--- src/rtl/fir_mac_pipe_if.sv ---
// Tap-pair input stream and result output stream of the FIR multiply-accumulate engine.
// The engine side uses the slave modport; the tap sequencer / output FIFO side uses master.
interface fir_mac_pipe_if #(
    parameter int DATA_W = 16,
    parameter int COEF_W = 16,
    parameter int OUT_W  = 16,
    parameter int CNT_W  = 8
);
    logic                     in_valid;
    logic                     in_ready;
    logic signed [DATA_W-1:0] in_a;
    logic signed [COEF_W-1:0] in_b;
    logic                     in_last;
    logic                     out_valid;
    logic                     out_ready;
    logic signed [OUT_W-1:0]  out_y;
    logic                     out_sat;
    logic [CNT_W-1:0]         out_taps;

    modport slave (
        input  in_valid, in_a, in_b, in_last, out_ready,
        output in_ready, out_valid, out_y, out_sat, out_taps
    );

    modport master (
        output in_valid, in_a, in_b, in_last, out_ready,
        input  in_ready, out_valid, out_y, out_sat, out_taps
    );
endinterface

--- src/rtl/fir_mac_pipe.sv ---
// Two-stage pipelined MAC: stage 1 registers the product, stage 2 accumulates and, on the
// last tap of a frame, loads a rounded and saturated result into the output register.
module fir_mac_pipe #(
    parameter int DATA_W = 16,
    parameter int COEF_W = 16,
    parameter int ACC_W  = 40,
    parameter int OUT_W  = 16,
    parameter int SHIFT  = 21,
    parameter int CNT_W  = 8
) (
    input  logic           clk,
    input  logic           rstn,
    input  logic           clr,
    input  logic [1:0]     round_mode,
    fir_mac_pipe_if.slave  bus,
    output logic           sat_sticky
);
    localparam int PW = DATA_W + COEF_W;
    localparam logic signed [ACC_W:0] HALF  = (ACC_W+1)'(1) <<< (SHIFT-1);
    localparam logic signed [ACC_W:0] Y_MAX = {{(ACC_W+2-OUT_W){1'b0}}, {(OUT_W-1){1'b1}}};
    localparam logic signed [ACC_W:0] Y_MIN = {{(ACC_W+2-OUT_W){1'b1}}, {(OUT_W-1){1'b0}}};

    logic                    adv;
    logic                    accept;
    logic                    load;
    logic signed [PW-1:0]    prod_next;

    logic signed [PW-1:0]    p_reg;
    logic                    p_valid_reg;
    logic                    p_last_reg;
    logic signed [ACC_W-1:0] acc_reg;
    logic [CNT_W-1:0]        cnt_reg;
    logic                    first_reg;
    logic signed [OUT_W-1:0] y_reg;
    logic                    sat_reg;
    logic [CNT_W-1:0]        taps_reg;
    logic                    out_valid_reg;
    logic                    sticky_reg;

    logic signed [ACC_W-1:0] sum_next;
    logic [CNT_W-1:0]        cnt_next;
    logic signed [ACC_W:0]   x_ext;
    logic signed [ACC_W:0]   q_floor;
    logic signed [ACC_W:0]   q_up;
    logic signed [ACC_W:0]   rnd_next;
    logic signed [OUT_W-1:0] y_next;
    logic                    sat_next;

    // The whole pipeline freezes while a result waits for the downstream FIFO.
    assign adv          = !out_valid_reg || bus.out_ready;
    assign bus.in_ready = adv && !clr;
    assign accept       = bus.in_valid && bus.in_ready;
    assign load         = adv && p_valid_reg && p_last_reg && !clr;
    assign prod_next    = bus.in_a * bus.in_b;

    assign bus.out_valid = out_valid_reg;
    assign bus.out_y     = y_reg;
    assign bus.out_sat   = sat_reg;
    assign bus.out_taps  = taps_reg;
    assign sat_sticky    = sticky_reg;

    always_comb begin
        sum_next = (first_reg ? '0 : acc_reg) + ACC_W'(p_reg);
        cnt_next = first_reg ? CNT_W'(1) : cnt_reg + 1'b1;
        x_ext    = {sum_next[ACC_W-1], sum_next};
        q_floor  = x_ext >>> SHIFT;
        q_up     = (x_ext + HALF) >>> SHIFT;
        rnd_next = q_up;
        case (round_mode)
            2'd0:    rnd_next = q_floor;
            // An exact half goes to whichever neighbour is even.
            2'd2:    rnd_next = (sum_next[SHIFT-1:0] == HALF[SHIFT-1:0])
                                ? q_floor + {{ACC_W{1'b0}}, q_floor[0]} : q_up;
            default: rnd_next = q_up;
        endcase
        sat_next = 1'b0;
        y_next   = rnd_next[OUT_W-1:0];
        if (rnd_next > Y_MAX) begin
            y_next   = Y_MAX[OUT_W-1:0];
            sat_next = 1'b1;
        end else if (rnd_next < Y_MIN) begin
            y_next   = Y_MIN[OUT_W-1:0];
            sat_next = 1'b1;
        end
    end

    always_ff @(posedge clk or negedge rstn) begin
        if (!rstn) begin
            p_reg         <= '0;
            p_valid_reg   <= 1'b0;
            p_last_reg    <= 1'b0;
            acc_reg       <= '0;
            cnt_reg       <= '0;
            first_reg     <= 1'b1;
            y_reg         <= '0;
            sat_reg       <= 1'b0;
            taps_reg      <= '0;
            out_valid_reg <= 1'b0;
            sticky_reg    <= 1'b0;
        end else if (clr) begin
            p_valid_reg   <= 1'b0;
            out_valid_reg <= 1'b0;
            first_reg     <= 1'b1;
            sticky_reg    <= 1'b0;
        end else begin
            if (adv) begin
                p_valid_reg <= accept;
                if (accept) begin
                    p_reg      <= prod_next;
                    p_last_reg <= bus.in_last;
                end
            end
            if (adv && p_valid_reg) begin
                if (!p_last_reg) begin
                    acc_reg   <= sum_next;
                    cnt_reg   <= cnt_next;
                    first_reg <= 1'b0;
                end else begin
                    y_reg      <= y_next;
                    sat_reg    <= sat_next;
                    taps_reg   <= cnt_next;
                    first_reg  <= 1'b1;
                    sticky_reg <= sticky_reg | sat_next;
                end
            end
            if (load) begin
                out_valid_reg <= 1'b1;
            end else if (bus.out_ready) begin
                out_valid_reg <= 1'b0;
            end
        end
    end
endmodule

--- src/flat_wrapper.sv ---
// flat-port wrapper written by rule: the top's interface ports become plain ports
module fir_mac_pipe_flat 
#(
    parameter int DATA_W = 16,
    parameter int COEF_W = 16,
    parameter int ACC_W  = 40,
    parameter int OUT_W  = 16,
    parameter int SHIFT  = 21,
    parameter int CNT_W  = 8
)
  (clk, rstn, clr, round_mode, sat_sticky, bus_in_valid, bus_in_a, bus_in_b, bus_in_last, bus_out_ready, bus_in_ready, bus_out_valid, bus_out_y, bus_out_sat, bus_out_taps);
  fir_mac_pipe_if #(.DATA_W(DATA_W), .COEF_W(COEF_W), .OUT_W(OUT_W), .CNT_W(CNT_W)) bus_i ();
  input  logic clk;
  input  logic rstn;
  input  logic clr;
  input  logic [1:0] round_mode;
  output logic sat_sticky;
  input wire logic [$bits(bus_i.in_valid)-1:0] bus_in_valid;
  input wire logic [$bits(bus_i.in_a)-1:0] bus_in_a;
  input wire logic [$bits(bus_i.in_b)-1:0] bus_in_b;
  input wire logic [$bits(bus_i.in_last)-1:0] bus_in_last;
  input wire logic [$bits(bus_i.out_ready)-1:0] bus_out_ready;
  output wire logic [$bits(bus_i.in_ready)-1:0] bus_in_ready;
  output wire logic [$bits(bus_i.out_valid)-1:0] bus_out_valid;
  output wire logic [$bits(bus_i.out_y)-1:0] bus_out_y;
  output wire logic [$bits(bus_i.out_sat)-1:0] bus_out_sat;
  output wire logic [$bits(bus_i.out_taps)-1:0] bus_out_taps;
  assign bus_i.in_valid = bus_in_valid;
  assign bus_i.in_a = bus_in_a;
  assign bus_i.in_b = bus_in_b;
  assign bus_i.in_last = bus_in_last;
  assign bus_i.out_ready = bus_out_ready;
  assign bus_in_ready = bus_i.in_ready;
  assign bus_out_valid = bus_i.out_valid;
  assign bus_out_y = bus_i.out_y;
  assign bus_out_sat = bus_i.out_sat;
  assign bus_out_taps = bus_i.out_taps;
  fir_mac_pipe #(.DATA_W(DATA_W), .COEF_W(COEF_W), .ACC_W(ACC_W), .OUT_W(OUT_W), .SHIFT(SHIFT), .CNT_W(CNT_W)) u_core (.clk(clk), .rstn(rstn), .clr(clr), .round_mode(round_mode), .bus(bus_i), .sat_sticky(sat_sticky));
endmodule
--- config.mk ---
export PLATFORM = sky130hd
export DESIGN_NAME = fir_mac_pipe_flat
export DESIGN_NICKNAME = d
export VERILOG_FILES = /design/src/rtl/fir_mac_pipe_if.sv /design/src/rtl/fir_mac_pipe.sv /design/src/flat_wrapper.sv
export SDC_FILE = /design/constraint.sdc
export NUM_CORES = 1
export LEC_CHECK = 0
export CAP_MARGIN = 20
export CORE_MARGIN = 1
export CORE_UTILIZATION = 60
export DETAILED_ROUTE_END_ITERATION = 10
export HOLD_SLACK_MARGIN = 0.05
export PLACE_DENSITY = 0.86
export SLEW_MARGIN = 20
export SYNTH_ARGS = -nofsm -noshare
export SYNTH_HDL_FRONTEND = slang
export SYNTH_SLANG_ARGS = --single-unit
--- constraint.sdc ---
create_clock -name clk -period 5.9 [get_ports clk]
set_input_delay 0.885 -clock clk [delete_from_list [all_inputs] [get_ports clk]]
set_output_delay 0.885 -clock clk [all_outputs]
set_load 0.02 [all_outputs]
==> results of run 1 <==
[cells in the final DEF, fill, tap and decap left out, drive strengths merged, types with 13 or more instances in the layout]
cell	n
inv	303
buf	282
nand2	269
fa	263
ha	124
and2	110
dfrtp	109
o21ai	94
a21oi	74
nor2	60
xnor2	50
nor2b	48
clkdlybuf4s50	35
xor2	31
mux2	30
nor3	30
a21o	27
nand3	26
nand2b	26
a211oi	15
nand4	14
o31ai	13
clkbuf	13
[routing by layer]
| metal | track usage (%) | up-vias |
|---|---|---|
| met3 | 5.651 | 341 |
| li1 | - | 6792 |
| met1 | 42.59 | 7653 |
| met4 | 21.58 | 0 |
| met5 | 0 | - |
| met2 | 63.09 | 983 |
[cell type report]
type	count	area, um2
Clock buffer	10	239.0
Clock inverter	6	43.79
Fill cell	1708	6853
Inverter	301	1135
Multi-Input combinational cell	1454	14000
Sequential cell	110	2754
Tap cell	384	480.5
Timing Repair Buffer	332	3119
[worst min-delay path: stages, from the launching register on]
cell and delay (ps):
dfrtp_1 340, nand2_1 50, o31ai_1 50
[cells by family after synthesis]
group,Yosys count,synth area share [%]
simple gates,638,18.52
flops,110,15.77
compound gates,312,11.91
fa+ha+maj,387,39.05
mux,36,2.279
buf+inv,380,8.321
xor+xnor,81,4.150
[how the worst max path moves through the flow]
stage	startpoint	endpoint	slack (ps)	depth (start not counted)
2_1_floorplan	bus_in_a[7]	u_core.p_reg[26]	-250	25
6_report	bus_in_a[5]	u_core.p_reg[31]	-760	23
4_1_cts	bus_in_b[4]	u_core.p_reg[28]	-370	28
5_1_grt	bus_in_a[5]	u_core.p_reg[31]	-850	23
3_3_place_gp	bus_in_b[6]	u_core.p_reg[31]	-1060	26
3_5_place_dp	bus_in_b[12]	u_core.p_reg[31]	-1330	25
[timing repair]
item	4_1_cts	5_1_grt
hold endpoints to repair	0	0
gates resized for setup	258	92
gates cloned	6	0
pin swaps	99	75
endpoints found under the setup margin	17	26
setup buffers	85	15
[stage by stage]
stage	worst slack, ps	cells
4_1_cts	-371.8	2585
3_5_place_dp	-1331	2480
2_1_floorplan	-248.2	1944
3_3_place_gp	-1064	2480
5_1_grt	-849.7	2597
6_report	-761.7	2597
==> flow_summary_export.csv, run 1 <==
group,metric,value,unit
status,run_status,"finished with violations",
status,failed_checks,"negative setup slack",
yosys,synth_area_per_cell,8.980,um2
yosys,synth_top_area_cell,"fa_1",
global_routing,grt_pass1_wl,85.70,mm
clocking,clock-sinks,110,
sta,min_period,6662,ps
sta,finalClockSkew,8.286,ps
global_routing,antenna_found_initial,0,
cells_and_area,final_area,21770,um2
cells_and_area,diodes,0,
placed_design,dp_hpwl,34.96,mm
run,cap_violations,0,
hold_path,hold_end,"u_core.acc_reg[5]",
detailed_routing,wl,54.58,mm
cells_and_area,final_core_util,76.06,%
critical_path,cpMaxStageDelayCell,"fa_2",
sta,drv_slew,0,
sta,worstMarginPinSlew,1010,ps
sta,period_share,112.9,%
sta,setup_viol,16,
critical_path,crit_family,"adder cells",
global_routing,grt_pass1_vias,16850,
global_routing,grtUsageTotal,36.31,%
sta,finalSetupTns,-6224,ps
critical_path,cp_max_fo,7,
yosys,async_flop_share,100.0,%
detailed_routing,routed-wl-met2,26.80,mm
detailed_routing,num_vias,15770,
hold_path,hp-start,"u_core.acc_reg[5]",
clocking,postCtsHoldBufs,0,
placed_design,routabilityCongestion,0.9349,
critical_path,worstPathCellList,"buf_4 > bufbuf_16 > and2_4 > fa_2 > inv_1 > fa_1 > fa_1 > fa_2 > fa_2 > fa_1 > inv_2 > ha_4 > a21o_1 > a21oi_2 > o31a_1 > o211a_1 > nor4_4 > o31a_1 > nor2_2 > o21bai_1 > a21oi_1 > xnor2_1 > o21ai_1",
critical_path,r2r_start,"u_core.first_reg",
detailed_routing,top_layer,"met4",
critical_path,path_class,"in2reg",
critical_path,critPathRequiredTime,6120,ps
clocking,htree_levels,3,
clocking,clock_latency,370,ps
hold_path,hold_depth,2,
yosys,synth_most_common_cell,"inv_1",
yosys,synth_area_leaders,"fa_1 30%, dfrtp_1 16%, ha_1 8.9%",
detailed_routing,route.detailed.drc,0,
critical_path,worstPathArrival,6880,ps
yosys,ys_ff_latch,110,
yosys,ys.flop_type,"dfrtp_1",
floorplan,die_area,29780,um2
hold_path,min-delay-path-class,"reg2reg",
yosys,netlist_top_cells_count,"301 x inv_1, 268 x nand2_1, 263 x fa_1",
floorplan,die_h,172.6,um
yosys,synth.distinct_cells,85,
critical_path,critical-path-max-stage-delay,620,ps
yosys,synth.cell_area,17460,um2
sta,relSlewSlack,32.40,%
floorplan,fp.dieW,172.6,um
critical_path,reg2reg_to,"u_core.sat_sticky",
floorplan,initial_core_util,60.99,%
detailed_routing,met3_length,4.267,mm
floorplan,io_pins,68,
sta,rsz0062_at_grt,"yes",
clocking,cts_buffers,9,
yosys,synthCells,1944,
yosys,synth_enable_flop_cells,0,
sta,fin_ws,-761.7,ps
yosys,synth_seq_area_share,15.77,%
clocking,clkTransAtPathRegs,70,ps
critical_path,startpoint_type,"input pin",
sta,max_clock_freq,150.1,MHz
global_routing,grt_max_degree,63,
yosys,syn-num-nets,2371,
cells_and_area,nNetsFinal,2635,
placed_design,dpl_cell_area,19920,um2
cells_and_area,drive_above_1_share,24.67,%
cells_and_area,area_delta_synth_final,24.71,%
sta,hold_viol,0,
sta,hold_slack,472.6,ps
critical_path,rrSetupSlack,290,ps
clocking,clockBufferDepth,2,
detailed_routing,ant_nets,0,
yosys,yosysTopAreaCellShare,30.16,%
cells_and_area,largest_register_ffs,40,
critical_path,crit_path_end_kind,"flip-flop",
detailed_routing,drt_iter0_markers,1148,
detailed_routing,routedWlPerCell,21.02,um
clocking,cts_tree,"done",
detailed_routing,firstDrtPassIters,10,
global_routing,overflow,0,
yosys,synth_warnings,0,
critical_path,reg2reg_depth,16,
clocking,root_buffer,"clkbuf_16",
floorplan,rows,62,
detailed_routing,routed_via_density,6.072,
detailed_routing,wl_met1,19.66,mm
placed_design,io_buffer_count,67,
critical_path,cp_num_buf_inv,4,
floorplan,core-area,28630,um2
Power of run 1 is left out: the tool's default activity adds up to more than one toggle a clock period on the data nets, which glitch-free logic cannot reach.
==> inputs of run 2 (changes only) <==
- HOLD_SLACK_MARGIN: 0.05 -> unset
- PLACE_DENSITY: 0.86 -> 0.81
==> flow_summary_export.csv, run 2 (synthesis results as in run 1) <==
group,metric,value,unit
clocking,clock_latency,360,ps
placed_design,routabilityCongestion,0.9632,
sta,worstMarginPinSlew,1021,ps
run,cap_violations,0,
status,run_status,"finished with violations",
sta,relSlewSlack,31.70,%
cells_and_area,final_cell_mix,"277 x inv_1, 242 x nand2_1, 239 x fa_1",
placed_design,io_buffer_count,67,
sta,drv_slew,0,
detailed_routing,ant_nets,0,
critical_path,startpoint_type,"input pin",
status,failed_checks,"negative setup slack",
sta,min_period,6767,ps
floorplan,rows,62,
detailed_routing,wl,48.96,mm
sta,max_clock_freq,147.8,MHz
floorplan,initial_core_util,60.99,%
global_routing,use_met3,4.705,%
placed_design,dp_hpwl,34.01,mm
detailed_routing,route.detailed.drc,0,
global_routing,grt_max_degree,62,
clocking,cts_tree,"done",
critical_path,worstPathArrival,6960,ps
clocking,cts_buffers,9,
cells_and_area,largest_register_ffs,40,
clocking,htree_levels,3,
sta,setup_viol,17,
cells_and_area,area_delta_synth_final,24.32,%
global_routing,grt.met1_usage,40.29,%
global_routing,grtUsageTotal,32.25,%
critical_path,critPathRequiredTime,6100,ps
cells_and_area,stdcell_count,2594,
critical_path,crit_path_end_kind,"flip-flop",
critical_path,path_class,"in2reg",
global_routing,grt_pass1_wl,77.65,mm
placed_design,placed_cells,2487,
floorplan,die_h,172.6,um
detailed_routing,routedWlPerCell,18.87,um
cells_and_area,nNetsFinal,2632,
cells_and_area,drive_above_1_share,22.62,%
cells_and_area,mostFrequentLayoutCell,"inv_1",
sta,hold_slack,479.1,ps
sta,fin_ws,-867.0,ps
critical_path,cp_max_fo,5,
clocking,clockBufferDepth,2,
detailed_routing,routed_via_density,5.792,
clocking,root_buffer,"clkbuf_16",
clocking,clkTransAtPathRegs,70,ps
detailed_routing,firstDrtPassIters,6,
detailed_routing,num_vias,15020,
floorplan,core-area,28630,um2
sta,hold_viol,0,
global_routing,antenna_found_initial,0,
clocking,clock-sinks,110,
global_routing,overflow,0,
clocking,postCtsHoldBufs,0,
hold_path,min-delay-path-class,"reg2reg",
global_routing,top_usage_layer,"met2",
detailed_routing,drt_iter0_markers,1142,
sta,finalClockSkew,8.219,ps
floorplan,fp.dieW,172.6,um
sta,period_share,114.7,%
floorplan,io_pins,68,
sta,rsz0062_at_grt,"yes",
global_routing,grt_pass1_vias,15710,
floorplan,die_area,29780,um2
cells_and_area,diodes,0,
global_routing,grtUsageMet2,56.62,%
-- run 2: changes by cell type in the layout (fill, tap and decap cells not counted), moves of 8 or more --
cell	previous run	this run
and2_1	93	101
nand2_2	30	15
nand2_1	226	242
inv_1	265	277
and2_4	16	8
buf_4	195	204
buf_6	52	39
inv_2	34	23
-- run 2: worst max-delay path, stage by stage --
cell	delay [ps]
buf_8	90
buf_12	110
buf_12	120
nand2_4	50
fa_1	540
inv_2	50
fa_1	530
fa_1	550
fa_1	590
inv_2	50
fa_1	530
inv_2	50
fa_2	600
ha_4	230
a21oi_4	190
nand2_2	90
a41oi_4	210
o31a_1	220
o211a_1	270
nor4_4	60
o31a_1	330
buf_4	140
buf_4	130
nor2_4	100
xor2_1	160
o21ai_0	90
-- run 2: area by class of cell --
cell class	instances	area (um2)
clock inverters	7	96.34
inverters	301	1132
repair buffers	329	3119
clock buffers	9	225.2
fillers	1786	6922
flip-flops and latches	110	2754
multi-input cells	1454	13900
well taps	384	480.5
-- run 2: path summary, 6_finish.rpt --
kind	end	cells past startpoint	from	slack, ps
setup / recovery	u_core.p_reg[27]	26	bus_in_a[8]	-870
hold / removal	u_core.bus.out_taps[6]	2	u_core.bus.out_taps[6]	480
setup reg to reg	u_core.sat_sticky	17	u_core.first_reg	330
hold reg to reg	u_core.bus.out_taps[6]	2	u_core.bus.out_taps[6]	480
max in group asynchronous	u_core.p_reg[3]	2	rstn	4160
min in group asynchronous	u_core.bus.out_taps[6]	1	rstn	560
-- run 2: metrics by stage --
step                instance area [um2]  setup WS [ps]  setup TNS (ps)  utilization, %
CTS                               21390         -511.5           -3889           74.72
finish                            21700         -867.0           -8547           75.82
floorplan                         18010         -248.2           -1056               -
detailed placement                19960          -1242          -13630           69.73
global route                      21700          -1017          -11400           75.82
global placement                  19960          -1081          -11870           69.73
-- run 2: timing repair --
item | 4_1_cts | 5_1_grt
setup buffers | 62 | 24
cloned | 8 | 0
hold endpoints to repair | 0 | 0
endpoints found under the setup margin | 17 | 19
pin swaps | 80 | 55
gates resized for setup | 222 | 57
-- run 2: metal layers --
layer  share of wire (%)  vias to the layer above
met3                 6.3                      166
met1                  39                     7426
met2                  50                      646
li1                    -                     6786
met5                   0                        -
met4                 4.1                        0
Power of run 2 is left out for the same reason.
